[config.mk]
export PLATFORM = sky130hd
export DESIGN_NAME = piso_tx
export DESIGN_NICKNAME = d
export VERILOG_FILES = /design/src/rtl/piso_tx.sv
export SDC_FILE = /design/constraint.sdc
export NUM_CORES = 1
export LEC_CHECK = 0
export BUFFER_PORTS_ARGS = -buffer_cell sky130_fd_sc_hd__buf_2
export CELL_PAD_IN_SITES_DETAIL_PLACEMENT = 1
export CELL_PAD_IN_SITES_GLOBAL_PLACEMENT = 2
export CORE_MARGIN = 1.5
export CORE_UTILIZATION = 32
export DETAILED_ROUTE_END_ITERATION = 6
export GPL_TIMING_DRIVEN = 0
export PLACE_DENSITY_LB_ADDON = 0.1
export SYNTH_ARGS = -nofsm -noshare
export SYNTH_HDL_FRONTEND = slang
export SYNTH_SLANG_ARGS = --single-unit
export TNS_END_PERCENT = 30
[constraint.sdc]
create_clock -name clk -period 1.8 [get_ports clk]
set_clock_uncertainty 0.05 [all_clocks]
set_input_delay 0.09 -clock clk [delete_from_list [all_inputs] [get_ports clk]]
set_output_delay 0.09 -clock clk [all_outputs]
set_load 0.02 [all_outputs]
[src/rtl/piso_tx.sv]
// Parallel-in serial-out transmitter: accepts a WIDTH-bit word on a valid/ready
// handshake and shifts it out one bit per shift_en strobe, with zero-gap reload.
module piso_tx #(
  parameter int WIDTH     = 8,
  parameter bit MSB_FIRST = 1'b1
) (
  input  logic             clk,
  input  logic             reset,
  input  logic [WIDTH-1:0] data_in,
  input  logic             in_valid,
  output logic             in_ready,
  input  logic             shift_en,
  output logic             ser_out,
  output logic             ser_valid,
  output logic             ser_last
);

  localparam int CW = (WIDTH > 2) ? $clog2(WIDTH) : 1;
  localparam logic [CW-1:0] LAST_CNT = CW'(WIDTH - 1);

  typedef enum logic [0:0] {
    IDLE  = 1'b0,
    SHIFT = 1'b1
  } state_t;

  state_t           state_q, state_d;
  logic [CW-1:0]    cnt_q, cnt_d;
  logic [WIDTH-1:0] sreg_q, sreg_d;
  logic             ser_out_q, ser_out_d;
  logic             ser_valid_q, ser_valid_d;
  logic             ser_last_q, ser_last_d;
  logic             accept_s;

  function automatic logic first_bit(input logic [WIDTH-1:0] word);
    if (MSB_FIRST) begin
      first_bit = word[WIDTH-1];
    end else begin
      first_bit = word[0];
    end
  endfunction

  // Ready is open in IDLE, or on the last-bit strobe so the next word follows with no gap.
  always_comb begin
    in_ready = 1'b0;
    case (state_q)
      IDLE:    in_ready = ~reset;
      SHIFT:   in_ready = ~reset & shift_en & (cnt_q == LAST_CNT);
      default: in_ready = 1'b0;
    endcase
    accept_s = in_valid & in_ready;
  end

  // Next-state and next-output computation for the transmit sequencer.
  always_comb begin
    state_d     = state_q;
    cnt_d       = cnt_q;
    sreg_d      = sreg_q;
    ser_out_d   = ser_out_q;
    ser_valid_d = ser_valid_q;
    ser_last_d  = ser_last_q;
    case (state_q)
      IDLE: begin
        if (accept_s) begin
          state_d     = SHIFT;
          cnt_d       = {CW{1'b0}};
          sreg_d      = data_in;
          ser_out_d   = first_bit(data_in);
          ser_valid_d = 1'b1;
          ser_last_d  = 1'b0;
        end else begin
          state_d = IDLE;
        end
      end
      SHIFT: begin
        if (shift_en && (cnt_q == LAST_CNT)) begin
          if (accept_s) begin
            state_d     = SHIFT;
            cnt_d       = {CW{1'b0}};
            sreg_d      = data_in;
            ser_out_d   = first_bit(data_in);
            ser_valid_d = 1'b1;
            ser_last_d  = 1'b0;
          end else begin
            state_d     = IDLE;
            cnt_d       = {CW{1'b0}};
            sreg_d      = {WIDTH{1'b0}};
            ser_out_d   = 1'b0;
            ser_valid_d = 1'b0;
            ser_last_d  = 1'b0;
          end
        end else if (shift_en) begin
          cnt_d      = cnt_q + CW'(1);
          ser_last_d = (cnt_d == LAST_CNT);
          // The register keeps the remaining bits aligned so the next bit sits beside the sent one.
          if (MSB_FIRST) begin
            sreg_d    = sreg_q << 1;
            ser_out_d = sreg_q[WIDTH-2];
          end else begin
            sreg_d    = sreg_q >> 1;
            ser_out_d = sreg_q[1];
          end
        end else begin
          state_d = SHIFT;
        end
      end
      default: begin
        state_d     = IDLE;
        cnt_d       = {CW{1'b0}};
        sreg_d      = {WIDTH{1'b0}};
        ser_out_d   = 1'b0;
        ser_valid_d = 1'b0;
        ser_last_d  = 1'b0;
      end
    endcase
  end

  // State and output registers; reset wins over any accept or strobe in the same cycle.
  always_ff @(posedge clk) begin
    if (reset) begin
      state_q     <= IDLE;
      cnt_q       <= {CW{1'b0}};
      sreg_q      <= {WIDTH{1'b0}};
      ser_out_q   <= 1'b0;
      ser_valid_q <= 1'b0;
      ser_last_q  <= 1'b0;
    end else begin
      state_q     <= state_d;
      cnt_q       <= cnt_d;
      sreg_q      <= sreg_d;
      ser_out_q   <= ser_out_d;
      ser_valid_q <= ser_valid_d;
      ser_last_q  <= ser_last_d;
    end
  end

  assign ser_out   = ser_out_q;
  assign ser_valid = ser_valid_q;
  assign ser_last  = ser_last_q;

endmodule

* Word-level counts from Yosys, hierarchy flattened
Index checks and enable logic that the tools add are counted.
** Storage, ports and cells
- Register bits :: 14
- Output and inout bits :: 4
- Logic and storage cells :: 45
** Cells by class
- Add/subtract/negate cells :: 1
- Eq/ne operators :: 5
- Multiplexer cells :: 25
- Bitwise operators :: 5
- Reductions and logical operators :: 3
** Operator list (count)
- $mux 7 :: 4
- $pmux 7 s2 :: 1
- $mux 1 :: 11
- $pmux 1 s2 :: 5
- $mux 3 :: 3
- $eq 3x3->1 const B :: 2
- $pmux 3 s2 :: 1
- $reduce_and 2->1 :: 2
- $add 3x1->3 const B :: 1
- $and 1x1->1 :: 3
- $ne 3x2->1 const B :: 1
- $ne 2x1->1 const B :: 1
- $ne 2x2->1 const B :: 1
- $not 1->1 :: 2
- $logic_and 1x1->1 :: 1

* Logic depth before layout (Yosys ltp)
Gate-level depths: netlist of the first run.
- Depth after elaboration :: 8
- Gate-level depth with buffers :: 5
- Depth with buffers taken out :: 5

* Worst setup path before layout of the first run
No wires, ideal clock.
- Path type :: register to register
- From :: register cnt_q[0]
- To :: register ser_out_q, in the netlist ser_out
- Arrival :: 1228 ps
- Data required time :: 1614 ps
- Setup slack :: 386 ps
- Stages on the path, launching flop included :: 6
- Clock period less this slack :: 1414 ps
- Cells stage by stage :: dfxtp_1 -> ha_1 -> ha_1 -> and4b_1 -> o21ai_0 -> a211oi_2
** Between the ends
- Word-level cells in the longest chain between the ends :: 7
** Ends and longest elaborated chain
- start: declaration :: RTL line 27 : logic [CW-1:0] cnt_q, cnt_d;
- start signal: assignment :: RTL line 121 : cnt_q <= {CW{1'b0}};
- start signal: assignment :: RTL line 128 : cnt_q <= cnt_d;
- $eq 3x3->1 * :: RTL line 47, 75
- $and 1x1->1 :: RTL line 47 : SHIFT: in_ready = ~reset & shift_en & (cnt_q == LAST_CNT);
- $pmux 1 s2 :: RTL line 45 : case (state_q)
- $and 1x1->1 :: RTL line 50 : accept_s = in_valid & in_ready;
- $mux 1 :: RTL line 76 : if (accept_s) begin
- $mux 1 :: RTL line 75 : if (shift_en && (cnt_q == LAST_CNT)) begin
- $pmux 1 s2 :: RTL line 61 : case (state_q)
- end signal: assignment :: RTL line 130 : ser_out_q <= ser_out_d;
- end: declaration :: RTL line 29 : logic ser_out_q, ser_out_d;
Mark *: on every way between the ends. The rest lies on a longest branch, timed or not.
A chain may end at the register's enable or synchronous reset.

* Worst setup path after layout of the first run
- From :: register cnt_q[0]
- To :: output port in_ready
** Between the ends
- Word-level cells in the longest chain between the ends :: 3
** Ends and longest elaborated chain
- $eq 3x3->1 :: RTL line 47
- $and 1x1->1 :: RTL line 47
- $pmux 1 s2 :: RTL line 45
- end: declaration :: RTL line 11 : output logic in_ready,
No other way between the ends.

==> run_results.csv, run 1 <==
group,metric,value,unit
worst_setup_path,crit_path_end_kind,"output port",
worst_setup_path,crit_required,1.66,ns
yosys,synth_edf_count,0,
yosys,syn_area,787,µm²
global_route,overflow,0,
clocking,cts.sinks,14,
route,vias_per_cell,5.11,
sta,max_freq,587,MHz
floorplanning,chipHeight,52.6,µm
clocking,cts_tree,"done",
global_route,antenna_found_initial,0,
route,final_antenna_net_count,0,
job,maxCapViolCount,0,
worst_setup_path,r2r_start,"cnt_q[0]",
worst_hold_path,hp-start,"data_in[5]",
route,drtPass1Iterations,2,
placed_design,hpwl,1.39,mm
yosys,yosysWarningCount,0,
clocking,cts_buffers,3,
worst_setup_path,crit_chain,"ha_1, ha_4, a21bo_4, nor2b_1, buf_2",
route,drc,0,
placed_design,dp.cells,122,
final_layout,final_nets,114,
sta,final.setup.tns,0,ns
yosys,ys_top_cells_by_count,"dfxtp_1, nor2_1, a21oi_1, o21ai_2",
yosys,yosysTopAreaCellShare,0.356,
clocking,htree_levels,1,
yosys,postSynthNetCount,96,
worst_hold_path,min_path_cells,3,
route,drt_iter0_drc,1,
sta,period_share,0.946,
final_layout,diodes,0,
sta,worst_pin_slew,0.567,ns
sta,maxSlewViolCount,0,
yosys,synth.most_common_cell,"dfxtp_1",
floorplanning,rows,17,
floorplanning,initial_core_util,0.346,
worst_setup_path,crit_buf_inv,1,
yosys,synthFlopType,"dfxtp_1",
sta,setup_viol,0,
outcome,status,"finished clean",
worst_setup_path,r2r_end,"ser_out",
pwr,p_leak,0.396,nW
clocking,cts.clk_slew.worst_paths,0.09,ns
clocking,postCtsSetupBuffers,0,
placed_design,place.gp.congestion,0.655,
worst_setup_path,crit_arrival,1.56,ns
clocking,hold_buffers,0,
worst_setup_path,cpMaxStageDelayCell,"dfxtp_2",
global_route,grt_pass1_vias,656,
sta,rsz0062_at_grt,"no",
pwr,powerDensity,750,mW/mm²
yosys,ys_ff_latch,14,
yosys,synthArstFlopShare,0,
sta,period_needed,1.70,ns
final_layout,area_growth,20.0,%
floorplanning,die_w,52.6,µm
floorplanning,dieArea,0.00277,mm²
final_layout,drive_above_1_share,0.418,
worst_hold_path,worst_hold_path.endpoint,"sreg_q[5]",
route,wl,1.84,mm
global_route,grt_pass1_wl,3.14,mm
worst_setup_path,cp_slowest_stage_delay,0.34,ns
yosys,synth_cells,81,
placed_design,portBuffers,13,
worst_setup_path,worstSetupPathType,"flop to output port",
final_layout,nFillCells,263,
global_route,grt_max_degree,11,
worst_setup_path,cpLargestDelayFamily,"adder cells",
sta,timing.final.ws_setup,0.0976,ns
worst_setup_path,reg2reg_depth,5,
pwr,vdd_drop_max,0.379,mV
yosys,yosysTopAreaCell,"dfxtp_1",
route,route.vias.total,644,
sta,relSlewSlack,0.622,
yosys,syn_area_per_cell,9.72,µm²
clocking,cts_buffer_depth,2,
yosys,ys_seq_area_frac,0.356,
worst_setup_path,rrSetupSlack,0.28,ns
final_layout,finalNonFillerCells,126,
yosys,synth_top_cells_by_area,"dfxtp_1, a211oi_2, o21ai_2, and2b_1, ha_1",
floorplanning,core-area,0.00228,mm²
worst_setup_path,critPathLaunchType,"flop",
worst_hold_path,min_path_type,"primary input to flop",
global_route,grt_use_total,0.162,
clocking,root_buffer,"clkbuf_4",
floorplanning,pin_count,16,
route,wire_per_inst,14.6,µm
yosys,synth_cell_types,29,
worst_setup_path,cp_max_fo,9,
sta,hold_viol,0,
placed_design,preCtsSetupSlack,0.131,ns
clocking,clk_latency,0.28,ns
-- per-stage QoR --
step            util  instance area (µm²)  hold slack, ns  total power [mW]
6_report       0.415                  945          0.0182             0.708
5_1_grt        0.415                  945          0.0200             0.755
4_1_cts        0.407                  926         0.00736             0.720
3_5_place_dp   0.390                  887           0.318             0.484
3_3_place_gp   0.390                  887           0.319             0.481
2_1_floorplan      -                  787           0.200             0.445
-- report_power, final --
group,leakage [nW],total (mW),switching (mW),internal (mW)
Combinational,0.259,0.137,0.0765,0.0605
Sequential,0.116,0.340,0.0101,0.330
Clock,0.0210,0.231,0.108,0.123
-- flip-flops by register name (all words and copies together) (netlist names) --
| signal | flops |
|---|---|
| cnt_q | 3 |
| sreg_q | 7 |
| ser_out | 1 |
| state_q | 1 |
| ser_valid | 1 |
| ser_last | 1 |
-- worst max-delay path by stage --
stage / start / slack, ns / end / depth (start not counted)
after global routing: cnt_q[0] / 0.01 / in_ready / 5
after global placement: cnt_q[0] / 0.12 / sreg_q[4] / 5
final: cnt_q[0] / 0.1 / in_ready / 5
after detailed placement: cnt_q[0] / 0.13 / ser_out / 5
after CTS: cnt_q[0] / 0.01 / in_ready / 5
after floorplan: cnt_q[0] / 0.39 / ser_out / 5
-- cell usage in the layout, fill, tap and decap left out, types with 2 or more instances in the layout --
cell type	instances
dfxtp_2	2
inv_1	4
nor2_1	7
a211oi_2	5
a21oi_1	6
ha_1	2
a32oi_1	2
buf_6	2
dfxtp_1	12
and2b_1	5
o21ai_2	6
clkbuf_4	3
nand3_1	3
mux2i_1	2
nand3_2	2
o21ai_0	5
buf_2	14
-- timing repair --
item | 4_1_cts | 5_1_grt
endpoints found under the hold margin | 0 | 0
resized for setup | 1 | 4
setup endpoints to repair | 1 | 1
cloned | 0 | 0
pin swaps | 0 | 0
-- final cells by class --
cell class	count	area, µm²	area share
Inverter	4	15.0	0.0159
Timing Repair Buffer	13	65.1	0.0689
Sequential cell	14	283	0.299
Clock buffer	4	36.3	0.0384
Buffer	5	38.8	0.0411
Multi-Input combinational cell	58	472	0.499
Tap cell	28	35.0	0.0371
-- worst register-to-register path: stages (launching register included) --
cell and delay, ns:
dfxtp_2 0.34, ha_1 0.23, ha_4 0.20, and4b_1 0.25, o21ai_0 0.23, a211oi_2 0.10
-- kinds of logic after synthesis --
group,count (synthesis),share of synthesized area
AND/OR/NAND/NOR,25,0.215
adder cells (fa/ha/maj),3,0.0477
AO/OA/AOI/OAI,27,0.273
buffers and inverters,9,0.0683
flip-flops,14,0.356
multiplexers,3,0.0397
-- layer usage --
layer  GRT usage  vias up  share of wire
li1            -      328              -
met1       0.207      306           0.48
met2       0.263        8           0.49
met3      0.0343        2          0.023
met4      0.0641        0         0.0065
met5           0        -              0
Power figures use the tool's default switching activity.
==> run 2: changes to the inputs <==
--- a/config.mk
+++ b/config.mk
@@ -6,6 +6,7 @@
 export NUM_CORES = 1
 export LEC_CHECK = 0
 export BUFFER_PORTS_ARGS = -buffer_cell sky130_fd_sc_hd__buf_2
+export CAP_MARGIN = 20
 export CELL_PAD_IN_SITES_DETAIL_PLACEMENT = 1
 export CELL_PAD_IN_SITES_GLOBAL_PLACEMENT = 2
 export CORE_MARGIN = 1.5
@@ -13,6 +14,8 @@
 export DETAILED_ROUTE_END_ITERATION = 6
 export GPL_TIMING_DRIVEN = 0
 export PLACE_DENSITY_LB_ADDON = 0.1
+export RECOVER_POWER = 50
+export REMOVE_ABC_BUFFERS = 1
 export SYNTH_ARGS = -nofsm -noshare
 export SYNTH_HDL_FRONTEND = slang
 export SYNTH_SLANG_ARGS = --single-unit
==> run 2 against run 1 <==
  * Final cell count down 3.2%
  * Die area unchanged
  * Core utilization down 2.1 points
  * Via count down 1.9%
  * Total power down 8.8%
  * Cell area down 5.0%
  * Combinational power down 10%
  * Hold slack better by 0.0072 ns
  * Count of clock-buffer cells in the layout down 1
  * Critical endpoint unchanged
  * Highest routed layer unchanged
==> run_results.csv, run 2 (synthesis gave the netlist of run 1 again) <==
group,metric,value,unit
worst_setup_path,cp_slowest_stage_delay,0.34,ns
pwr,internal-power,0.461,mW
clocking,clk_latency,0.27,ns
clocking,cts.clk_slew.worst_paths,0.08,ns
pwr,seqPwrFrac,0.533,
sta,max_freq,580,MHz
sta,final.setup.tns,0,ns
floorplanning,initial_core_util,0.346,
placed_design,portBuffers,15,
route,dr_wl_met2,776,µm
pwr,vdd_drop_max,0.433,mV
sta,hold_viol,0,
worst_setup_path,crit_path_end_kind,"output port",
clocking,root_buffer,"clkbuf_4",
route,vias_per_cell,5.18,
route,route.vias.total,632,
clocking,postCtsSetupBuffers,0,
global_route,antenna_found_initial,0,
pwr,powerDensity,720,mW/mm²
sta,period_needed,1.72,ns
clocking,cts.sinks,14,
worst_setup_path,crit_chain,"ha_1, ha_4, a21bo_4, nor2b_1, buf_2",
final_layout,diodes,0,
final_layout,final_cell_mix,"dfxtp_1, buf_2, nor2_1, o21ai_2, a21oi_1",
worst_setup_path,crit_required,1.66,ns
final_layout,largestRegisters,"sreg_q x7, cnt_q x3",
worst_hold_path,min_path_type,"primary input to flop",
worst_setup_path,cpMaxStageDelayCell,"dfxtp_2",
sta,maxSlewViolCount,0,
final_layout,area_growth,14.0,%
global_route,grt_pass1_wl,3.10,mm
route,drtPass1Iterations,4,
clocking,cts_buffers,3,
final_layout,fin_area,897,µm²
global_route,grt_pass1_vias,659,
final_layout,top_register,"sreg_q",
clocking,cts_tree,"done",
global_route,grt_max_degree,19,
clocking,htree_levels,1,
clocking,hold_buffers,0,
sta,worst_pin_slew,0.430,ns
worst_setup_path,cpLargestDelayFamily,"adder cells",
worst_setup_path,critPathLaunchType,"flop",
sta,relSlewSlack,0.713,
job,maxCapViolCount,0,
route,wl_met1,905,µm
final_layout,largest_reg_flops,7,
clocking,cts_buffer_depth,2,
global_route,grt_use_total,0.154,
floorplanning,pin_count,16,
route,dr_wl_met3,64,µm
floorplanning,dieArea,0.00277,mm²
route,drt_iter0_drc,6,
final_layout,final_nets,111,
worst_setup_path,worstSetupPathType,"flop to output port",
floorplanning,rows,17,
final_layout,final_common_cell,"dfxtp_1",
pwr,p_leak,0.363,nW
worst_setup_path,crit_arrival,1.58,ns
floorplanning,chipHeight,52.6,µm
route,drc,0,
placed_design,place.gp.congestion,0.678,
worst_setup_path,crit_buf_inv,1,
pwr,comb_power_share,0.191,
final_layout,nFillCells,274,
floorplanning,die_w,52.6,µm
worst_setup_path,cp_max_fo,9,
placed_design,dpl-instance-area,858,µm²
outcome,status,"finished clean",
pwr,p_sw,0.185,mW
final_layout,drive_above_1_share,0.362,
global_route,overflow,0,
sta,period_share,0.958,
sta,rsz0062_at_grt,"no",
route,wl,1.76,mm
route,maxUsedRoutingLayer,"met4",
pwr,p_clk_frac,0.277,
pwr,p_sw_frac,0.287,
floorplanning,core-area,0.00228,mm²
sta,setup_viol,0,
route,wire_per_inst,14.4,µm
route,final_antenna_net_count,0,
placed_design,hpwl,1.27,mm
==> run 2: worst reg2reg max path, delay by kind of cell (launching register included) <==
kind / cells / cell delay (ns)
fa+ha+maj: 2 / 0.44
compound gates: 2 / 0.35
flops: 1 / 0.34
simple gates: 1 / 0.24
==> run 2: worst paths after layout <==
path                            slack (ns)  cells past startpoint        from         to
worst min register to register        0.42                      2   sreg_q[0]  sreg_q[0]
worst max register to register        0.27                      5    cnt_q[0]    ser_out
worst max-delay path                  0.08                      5    cnt_q[0]   in_ready
worst min-delay path                  0.03                      3  data_in[6]  sreg_q[6]
==> run 2: repair_timing <==
action / 4_1_cts / 5_1_grt
cloned: 0 / 0
resized for setup: 2 / 2
endpoints found under the setup margin: 1 / 1
==> run 2: area by class of cell <==
| class | count | area (µm²) | area share |
|---|---|---|---|
| inverters | 4 | 15.0 | 0.0167 |
| clock buffers | 3 | 22.5 | 0.0251 |
| well taps | 28 | 35.0 | 0.0391 |
| multi-input cells | 58 | 472 | 0.526 |
| repair buffers | 15 | 71.3 | 0.0795 |
| flip-flops and latches | 14 | 282 | 0.314 |
==> run 2: per-stage QoR <==
stage | power [mW] | utilization | instances | worst slack (ns) | hold slack (ns)
2_1_floorplan | 0.430 | - | 76 | 0.393 | 0.105
3_3_place_gp | 0.472 | 0.377 | 119 | 0.159 | 0.318
3_5_place_dp | 0.474 | 0.377 | 119 | 0.124 | 0.317
4_1_cts | 0.656 | 0.393 | 122 | 0.0412 | 0.0192
5_1_grt | 0.686 | 0.394 | 122 | 0.0130 | 0.0261
6_report | 0.646 | 0.394 | 122 | 0.0754 | 0.0254
==> run 2: routing by layer <==
| metal | vias to the layer above | GRT usage |
|---|---|---|
| met1 | 300 | 0.206 |
| met5 | - | 0 |
| met4 | 0 | 0.0641 |
| li1 | 320 | - |
| met3 | 2 | 0.0286 |
| met2 | 10 | 0.240 |
==> run 2: power by group through the flow <==
stage	sequential, mW	clock, mW	combinational, mW
2_1_floorplan	0.353	0	0.0774
3_3_place_gp	0.350	0	0.122
3_5_place_dp	0.351	0	0.124
4_1_cts	0.344	0.188	0.124
5_1_grt	0.348	0.199	0.139
6_report	0.344	0.179	0.123
